$ cat config.mk
export PLATFORM = sky130hd
export DESIGN_NAME = decode_4to16
export DESIGN_NICKNAME = d
export VERILOG_FILES = /design/src/rtl/decode_4to16_pkg.sv /design/src/rtl/decode_4to16.sv
export SDC_FILE = /design/constraint.sdc
export NUM_CORES = 1
export LEC_CHECK = 0
export CAP_MARGIN = 20
export CORE_UTILIZATION = 38
export DETAILED_ROUTE_END_ITERATION = 7
export PLACE_DENSITY = 0.82
export SLEW_MARGIN = 25
export SYNTH_ARGS = -nofsm -noshare
export SYNTH_HDL_FRONTEND = slang
export SYNTH_SLANG_ARGS = --single-unit
$ cat constraint.sdc
create_clock -name clk -period 0.8 [get_ports clk]
set_input_delay 0.08 -clock clk [delete_from_list [all_inputs] [get_ports clk]]
set_output_delay 0.08 -clock clk [all_outputs]
set_load 0.05 [all_outputs]
$ cat src/rtl/decode_4to16_pkg.sv
// Shared register-index constants for the select/encode block and the register file.
// Also holds the one-hot helper used by the decoder.
package decode_4to16_pkg;

    localparam int REG_IDX_W = 4;
    localparam int NUM_REGS  = 16;

    // One-hot of a register index. A bit is set only when the index compares
    // true, so an unknown index yields all zeros rather than X in simulation.
    function automatic logic [NUM_REGS-1:0] onehot(
        input logic [REG_IDX_W-1:0] idx
    );
        logic [NUM_REGS-1:0] v;
        v = '0;
        for (int n = 0; n < NUM_REGS; n++) begin
            if (idx == REG_IDX_W'(n)) begin
                v[n] = 1'b1;
            end
        end
        return v;
    endfunction

endpackage

$ cat src/rtl/decode_4to16.sv
// 4-to-16 one-hot register-select decoder with a registered debug copy.
// Ports:
//   clk           in   rising edge loads dec_q only
//   clr           in   async active-low reset, clears dec_q only
//   in[3:0]       in   binary register index
//   out0..out15   out  combinational selects, outN = (in == N)
//   dec_q[15:0]   out  one-cycle registered copy, bit N = outN
module decode_4to16
    import decode_4to16_pkg::*;
(
    input  logic                 clk,
    input  logic                 clr,
    input  logic [REG_IDX_W-1:0] in,
    // Positional order is relied upon by callers; do not reorder.
    output logic                 out0,
    output logic                 out1,
    output logic                 out10,
    output logic                 out11,
    output logic                 out12,
    output logic                 out13,
    output logic                 out14,
    output logic                 out15,
    output logic                 out2,
    output logic                 out3,
    output logic                 out4,
    output logic                 out5,
    output logic                 out6,
    output logic                 out7,
    output logic                 out8,
    output logic                 out9,
    output logic [NUM_REGS-1:0]  dec_q
);

    logic [NUM_REGS-1:0] w_dec;
    logic [NUM_REGS-1:0] r_dec_q;

    assign w_dec = onehot(in);

    // Mapping is by bit index, independent of port position.
    assign out0  = w_dec[0];
    assign out1  = w_dec[1];
    assign out2  = w_dec[2];
    assign out3  = w_dec[3];
    assign out4  = w_dec[4];
    assign out5  = w_dec[5];
    assign out6  = w_dec[6];
    assign out7  = w_dec[7];
    assign out8  = w_dec[8];
    assign out9  = w_dec[9];
    assign out10 = w_dec[10];
    assign out11 = w_dec[11];
    assign out12 = w_dec[12];
    assign out13 = w_dec[13];
    assign out14 = w_dec[14];
    assign out15 = w_dec[15];

    always_ff @(posedge clk or negedge clr) begin
        if (!clr) begin
            r_dec_q <= '0;
        end else begin
            r_dec_q <= w_dec;
        end
    end

    assign dec_q = r_dec_q;

endmodule

==> results.toml, run 1 <==
[synthesis]
yosysWarnings = 0
yosys.area_share.adder_pct = 0
avgSynthCellArea_um2 = 17.4
yosysTopAreaCellShare_pct = 63.9
netlist_top_cells_area = "dfrtp_1 (64%), nor4b_2 (9.6%), and4bb_2 (8.0%), and4b_1 (6.4%), buf_4 (4.8%)"
synthXorXnorAreaFrac_pct = 0
yosysTopAreaCell = "dfrtp_1"
synth.area.mux_share_pct = 0
synthCells = 36
syn_nets = 42
synth.distinct_cells = 8
synth_top_flop_cell = "dfrtp_1"
yosysMostFrequentCell = "dfrtp_1"
syn-cell-area_um2 = 627
synth_edf_count = 0
synth-simple-area-share_pct = 31.3
synth_compound_area_share_pct = 0
synth_async_sr_flop_share_pct = 100
synth.ff_latch_count = 16
synth_top_family_by_area = "simple AND/OR/NAND/NOR gates"
ys_seq_area_share_pct = 63.9
yosys-top-cells-count = "dfrtp_1 (16), and4b_1 (4), and4bb_2 (4), buf_4 (4), nor4b_2 (4)"

[place]
dp_hpwl_um = 1800
portBuffers = 37
gp_congestion = 0.670

[die]
ios = 38
initial_core_util_pct = 41.1
die_x_um = 42.6
rows = 14
die_h_um = 42.6

[run_status]
status = "aborted with a tool error"
stop_stage = "3_5_place_dp"
error = "[ERROR DPL-0033] detailed placement checks failed during check placement."
## through the flow
step | std cells | setup WS, ns
after global placement | 90 | -0.498
after floorplan | 36 | -0.275
## logic make-up after synthesis
group / Yosys count
buffers and inverters: 4
flip-flops: 16
AND/OR/NAND/NOR: 16
==> run 2, diff against run 1 <==
Settings changed: CORE_AREA from default to 2 2 63 65, CORE_UTILIZATION 38 to default, DIE_AREA from default to 0 0 65 67, PLACE_DENSITY 0.82 to default, PLACE_DENSITY_LB_ADDON from default to 0.15.
==> results.toml, run 2 <==
[run_status]
status = "complete, but fails checks"
violations = "setup timing"

[finish]
final_cells = 133
layout_commonest_cell = "buf_12"
drive_above_1_share_pct = 80.0
diodes = 0
final_cell_mix = "buf_12 (40), dfrtp_1 (16), and4bb_2 (6)"
nets = 92
final_area_um2 = 1700
largest_reg_flops = 16
area_growth_pct = 172

[worst_setup_path]
cp_data_required_time_ns = 0.72
path_cells = "buf_8, buf_12, nor4b_4, buf_12"
critPathLaunchType = "input pin"
cp_slowest_cell = "nor4b_4"
crit_top_cell = "buf_12"
crit_type = "input pin to output port"
cp_max_fo = 8
worstPathArrival_ns = 0.87
cp-end-kind = "output port"
cp_slowest_stage_delay_ns = 0.37

[synthesis]
synth_compound_area_share_pct = 0
synth_edf_count = 0
avgSynthCellArea_um2 = 17.4
synth_async_sr_flop_share_pct = 100
yosysWarnings = 0
synthCells = 36
yosysTopAreaCell = "dfrtp_1"
synth-simple-area-share_pct = 31.3
synth.ff_latch_count = 16
synth_top_flop_cell = "dfrtp_1"
netlist_top_cells_area = "dfrtp_1 (64%), nor4b_2 (9.6%), and4bb_2 (8.0%), and4b_1 (6.4%), buf_4 (4.8%)"
synth.area.mux_share_pct = 0
yosysMostFrequentCell = "dfrtp_1"
syn-cell-area_um2 = 627
yosys.area_share.adder_pct = 0
synthXorXnorAreaFrac_pct = 0
syn_nets = 42
ys_seq_area_share_pct = 63.9
yosys-top-cells-count = "dfrtp_1 (16), and4b_1 (4), and4bb_2 (4), buf_4 (4), nor4b_2 (4)"
yosysTopAreaCellShare_pct = 63.9
synth.distinct_cells = 8
synth_top_family_by_area = "simple AND/OR/NAND/NOR gates"

[place]
dp_slack_ns = -0.552
dp_hpwl_um = 1240
portBuffers = 37
place_area_um2 = 1500
dp.cells = 122
gp_congestion = 0.620

[die]
ios = 38
die_area_um2 = 4360
die_x_um = 65
initial_core_util_pct = 17.4
rows = 22
die_h_um = 67
core_um2 = 3610

[sta]
drv_slew = 0
fin_tns_setup_ns = -2.60
period_needed_ns = 0.952
worstMarginPinSlew_ns = 0.317
rsz0062_at_grt = "yes"
setup_slack_ns = -0.152
fmax_ghz = 1.05
setup_viol = 32
hold_viol_final = 0
finalCritPeriodShare_pct = 119
relSlewSlack_pct = 78.8

[global_route]
grt_pass1_wl_um = 2930
grt-ovfl-total = 0
antenna_found_initial = 0
grt_max_degree = 17
grt_pass1_vias = 495
track_usage_pct = 9.36

[cts]
cts_buffer_depth = 2
cts_root_buffer = "clkbuf_8"
path_clk_slew_ns = 0.06
cts_htree_levels = 1
cts.sinks = 16
cts_tree = "yes"
cts-buffers-inserted = 3
cts_hold_buffers = 0

[drt]
avgViaCountPerCell = 3.87
wl_per_cell_um = 13.8
drtIter0Drc = 11
vias = 515
drc_errors = 0
wirelength_um = 1830
drt-pass1-iter-count = 4
drtAntennaViolNets = 0

[pwr]
clkPwrFrac_pct = 31.8
powerDensity_nw_per_um2 = 1270
irDropWorstVdd_mv = 0.425
p_switching_uw = 565
seqPwrFrac_pct = 39.1
internal_power_uw = 1600
p_leak_uw = 0.000740
combPwrFrac_pct = 29.2
swShare_pct = 26.1

[worst_hold_path]
min_from = "in[3]"
hold_depth = 3
holdCritPathClass = "input pin to flip-flop"
holdPathEnd = "dec_q[0]"

[flow_run]
max_cap_viol_count = 0
[run 2: cell counts after synthesis]
No cell type changed its count.
[run 2: kinds of logic after synthesis]
kind of cell | after synthesis
flops | 16
simple gates | 16
buf+inv | 4
[run 2: metrics by stage]
stage | util (%) | total power, µW | hold slack [ns]
global route | 47.3 | 2260 | 0.135
CTS | 47.9 | 2200 | 0.144
global placement | 41.5 | 1400 | 0.437
finish | 47.3 | 2170 | 0.144
detailed placement | 41.5 | 1410 | 0.428
floorplan | - | 1120 | -0.216
[run 2: metal layers]
metal,part of all wire (%),GRT usage (%)
met5,0,0
met4,1.9,5.59
met3,3.4,0.845
met2,56,15.6
met1,38,11.7
[run 2: worst max-delay path: cells and delay by family]
family | cells | cell delay, ns
and+or+nand+nor | 1 | 0.37
buffers and inverters | 3 | 0.41
[run 2: layout make-up]
type	count	area, µm²
Tap cell	48	60.1
Clock buffer	4	55.1
Fill cell	308	1900
Multi-Input combinational cell	16	248
Timing Repair Buffer	49	941
Sequential cell	16	400
[run 2: repair_timing]
item / in CTS / in global routing
pin swaps: 9 / 7
endpoints found under the setup margin: 48 / 32
gates resized for setup: 35 / 4
endpoints found under the hold margin: 0 / 0
gates cloned: 4 / 0
buffers inserted: 4 / 1
[run 2: power groups by stage]
stage	clock network, µW	logic, µW	registers, µW
floorplan	0	192	925
global placement	0	542	862
detailed placement	0	546	862
CTS	703	655	847
global route	753	658	847
finish	688	633	846
[run 2: worst max path at each step]
stage                     endpoint   from  cells past startpoint  slack (ns)
final                         out4  in[3]                      4       -0.15
after global placement        out4  in[3]                      4       -0.54
after global routing          out4  in[3]                      4       -0.19
after floorplan           dec_q[0]  in[3]                      2       -0.28
after detailed placement      out4  in[1]                      4       -0.55
after CTS                     out4  in[0]                      4       -0.17
No activity file was read; power rests on OpenSTA's default activity.
==> run 3, diff against run 2 <==
Settings changed: ABC_AREA from default to 1, REMOVE_ABC_BUFFERS from default to 1.
==> results.toml, run 3 <==
[run_status]
status = "complete, but fails checks"
violations = "setup timing"

[cts]
cts-buffers-inserted = 3
cts.sinks = 16
cts_htree_levels = 1
cts_tree = "yes"
cts_root_buffer = "clkbuf_8"
path_clk_slew_ns = 0.06
cts_hold_buffers = 0
cts_buffer_depth = 2

[global_route]
grtUsageMet2_pct = 15.5
track_usage_pct = 9.12
grtUsageMet3_pct = 2.03
use_met1_pct = 9.50
grt_pass1_vias = 566
grt_pass1_wl_um = 2860
grt-ovfl-total = 0
antenna_found_initial = 0
grt_max_degree = 17
grt.busiest_layer = "met2"

[synthesis]
synth_edf_count = 0
synth_async_sr_flop_share_pct = 100
yosysWarnings = 0
synthCells = 44
yosysTopAreaCellShare_pct = 79.2
yosysTopAreaCell = "dfrtp_1"
synth_top_flop_cell = "dfrtp_1"
netlist_top_cells_area = "dfrtp_1 (79%), nor2_1 (12%), nand2_1 (5.9%), inv_1 (3.0%)"
ys_seq_area_share_pct = 79.2
syn-cell-area_um2 = 505
synth.distinct_cells = 4
avgSynthCellArea_um2 = 11.5
synth.ff_latch_count = 16
yosys-top-cells-count = "dfrtp_1 (16), nor2_1 (16), nand2_1 (8)"

[die]
rows = 22
initial_core_util_pct = 14.0
die_h_um = 67
ios = 38
core_um2 = 3610
die_area_um2 = 4360
die_x_um = 65

[drt]
vias = 496
avgViaCountPerCell = 3.59
wl_per_cell_um = 12.2
drt-pass1-iter-count = 3
drc_errors = 0
drtAntennaViolNets = 0
drtIter0Drc = 4
wirelength_um = 1690

[flow_run]
max_cap_viol_count = 0

[sta]
fmax_ghz = 1.12
drv_slew = 0
setup_slack_ns = -0.0904
hold_viol_final = 0
rsz0062_at_grt = "yes"
fin_tns_setup_ns = -1.31
worstMarginPinSlew_ns = 0.137
finalCritPeriodShare_pct = 111
setup_viol = 16
relSlewSlack_pct = 90.9
period_needed_ns = 0.890

[pwr]
irDropWorstVdd_mv = 0.516
p_leak_uw = 0.000670
power_uw = 2150
powerDensity_nw_per_um2 = 1340

[place]
place_area_um2 = 1310
dp_slack_ns = -0.447
portBuffers = 37
gp_congestion = 0.659
dp_hpwl_um = 1280

[finish]
nets = 97
final_cell_mix = "buf_12 (33), dfrtp_1 (16), nor2_4 (15)"
area_growth_pct = 219
num-fill-cells = 318
layout_commonest_cell = "buf_12"
diodes = 0
largest_reg_flops = 16
final_area_um2 = 1610
drive_above_1_share_pct = 81.1

[worst_setup_path]
critPathLaunchType = "flip-flop"
cp_data_required_time_ns = 0.72
cp_num_buf_inv = 1
cp_slowest_stage_delay_ns = 0.40
cp-end-kind = "output port"
path_cells = "buf_12"
worstPathArrival_ns = 0.81
critPathTopFamily = "flip-flops"
cp_slowest_cell = "dfrtp_1"
cp_max_fo = 1
crit_type = "flip-flop to output port"

[worst_hold_path]
holdCritPathClass = "input pin to flip-flop"
[run 3: metal layers]
metal  part of all wire [%]  up-vias
li1                       -      223
met1                     34      247
met2                     55       22
met3                    8.0        4
met4                    3.6        0
met5                      0        -
[run 3: logic make-up after synthesis]
logic type,after synthesis,share of synthesized area (%)
flip-flops,16,79.2
buffers and inverters,4,2.97
AND/OR/NAND/NOR,24,17.8
[run 3: stage by stage]
| step | hold slack (ns) | cells | util, % |
|---|---|---|---|
| global route | 0.139 | 138 | 44.7 |
| detailed placement | 0.433 | 135 | 36.4 |
| global placement | 0.434 | 135 | 36.4 |
| finish | 0.135 | 138 | 44.7 |
| CTS | 0.125 | 139 | 44.5 |
| floorplan | -0.216 | 44 | - |
[run 3: final cells by class]
cell class                 count  area, µm²  area share (%)
timing repair buffer          42        753            46.7
sequential                    16        400            24.8
multi-input combinational     24        300            18.6
tap                           48       60.1            3.73
clock buffer                   4       55.1            3.42
inverter                       4       42.5            2.64
[run 3: timing repair]
action,in CTS,in global routing
endpoints found under the hold margin,0,0
resized for setup,88,5
buffers inserted,1,0
endpoints found under the setup margin,47,19
pin swaps,6,1
[run 3: worst paths after layout]
kind / start / endpoint / slack [ns] / cells past startpoint
min in group asynchronous: clr / dec_q[15] / 0.17 / 2
min: in[0] / dec_q[9] / 0.14 / 3
max in group asynchronous: clr / dec_q[6] / 0.51 / 2
max: dec_q[5] / dec_q[5] / -0.09 / 1
[run 3: tightest hold or removal path: cells and delay by family]
family,cells,cell delay [ns]
buffers and inverters,1,0.12
AND/OR/NAND/NOR,2,0.15
[run 3: power by group]
group          total (µW)  switching (µW)  internal [µW]
clock                 721             284            437
sequential            847            17.0            830
combinational         586             337            249
==> run 4, diff against run 3 <==
Settings changed: CTS_CLUSTER_SIZE from default to 24, MAX_ROUTING_LAYER from default to met4, PLACE_DENSITY from default to 0.39, PLACE_DENSITY_LB_ADDON 0.15 to default.
==> results.toml, run 4 (synthesized netlist as in run 3, its figures left out) <==
[die]
initial_core_util_pct = 14.0
ios = 38
die_area_um2 = 4360
die_x_um = 65
die_h_um = 67
rows = 22
core_um2 = 3610

[worst_hold_path]
holdPathEnd = "dec_q[13]"
min_from = "in[0]"
hold_depth = 3
holdCritPathClass = "input pin to flip-flop"

[cts]
cts-buffers-inserted = 3
cts_buffer_depth = 2
cts.sinks = 16
cts_htree_levels = 1
cts_tree = "yes"
path_clk_slew_ns = 0.06
cts_hold_buffers = 0
cts_root_buffer = "clkbuf_8"

[finish]
diodes = 0
nets = 98
final_cell_mix = "buf_12 (33), nor2_4 (16), dfrtp_1 (16)"
area_growth_pct = 222
num-fill-cells = 324
largest_reg_flops = 16
drive_above_1_share_pct = 81.1
layout_commonest_cell = "buf_12"
regArea_um2 = 400
fin_util_pct = 45.1
multi_input_area_um2 = 332

[place]
portBuffers = 37
dp_hpwl_um = 1240
gp_congestion = 0.724

[sta]
hold_viol_final = 0
relSlewSlack_pct = 91.2
period_needed_ns = 0.885
setup_slack_ns = -0.0848
worstMarginPinSlew_ns = 0.132
setup_viol = 16
hold_slack_ns = 0.134
finalCritPeriodShare_pct = 111
rsz0062_at_grt = "yes"
fmax_ghz = 1.13
drv_slew = 0

[pwr]
power_uw = 2040
p_leak_uw = 0.000659
powerDensity_nw_per_um2 = 1250
irDropWorstVdd_mv = 0.560

[flow_run]
max_cap_viol_count = 0

[worst_setup_path]
cp_data_required_time_ns = 0.72
crit_type = "flip-flop to output port"
cp_max_fo = 1
critPathLaunchType = "flip-flop"
cp_slowest_cell = "dfrtp_1"
crit_cells = 1
cp_num_buf_inv = 1
worstPathArrival_ns = 0.80
cp-end-kind = "output port"
critPathTopFamily = "flip-flops"
cp_slowest_stage_delay_ns = 0.40
path_cells = "buf_12"

[global_route]
grt_pass1_vias = 573
grt-ovfl-total = 0
antenna_found_initial = 0
grt_max_degree = 17
track_usage_pct = 9.23
grt_pass1_wl_um = 2830

[drt]
drc_errors = 0
drt-pass1-iter-count = 2
drtAntennaViolNets = 0
wl_per_cell_um = 12.1
wirelength_um = 1670
drtIter0Drc = 1
vias = 488
avgViaCountPerCell = 3.54

[run_status]
violations = "setup timing"
status = "complete, but fails checks"
-- run 4: changes by cell type in the layout (fill, tap and decap cells not counted) --
cell,previous run,this run
nand2_8,4,7
nor2_4,15,16
inv_8,3,2
buf_6,6,5
clkbuf_8,4,3
nor2_2,1,0
nand2_4,4,1
inv_4,0,1
buf_4,2,4
-- run 4: power by group --
part	total [µW]	switching [µW]	leakage, µW	internal, µW
clock network	590	256	0.0000216	334
registers	847	16.9	0.000220	830
logic	603	347	0.000418	255
total	2040	621	0.000659	1420
-- run 4: per-stage QoR --
step                area (µm²)  setup WS (ns)  std cells  setup TNS, ns
floorplan                  505         -0.311         44          -7.63
global placement          1280         -0.470        131         -11.60
detailed placement        1280         -0.480        131         -11.77
CTS                       1520        -0.0910        135          -1.33
global route              1630         -0.115        138          -1.60
finish                    1630        -0.0848        138          -1.19
-- run 4: timing repair --
item	CTS	global route
buffers inserted	1	3
gates resized for setup	77	16
endpoints found under the setup margin	48	30
hold endpoints to repair	0	0
pin swaps	11	9
-- run 4: area by class of cell --
class / instances / share of cell area (%)
well taps: 48 / 3.69
multi-input cells: 24 / 20.4
repair buffers: 43 / 46.5
flip-flops and latches: 16 / 24.6
clock buffers: 3 / 2.54
inverters: 4 / 2.31
-- run 4: how the worst max path moves through the flow --
stage / to / slack [ns] / start
2_1_floorplan: dec_q[0] / -0.31 / in[1]
3_3_place_gp: out7 / -0.47 / in[0]
3_5_place_dp: out7 / -0.48 / in[0]
4_1_cts: dec_q[1] / -0.09 / dec_q[1]
5_1_grt: dec_q[0] / -0.11 / dec_q[0]
6_report: dec_q[1] / -0.08 / dec_q[1]
-- run 4: metal layers --
metal	share of wire (%)	global-route usage (%)
met1	32	9.44
met2	57	15.7
met3	9.0	3.21
met4	2.3	4.79
met5	0	-
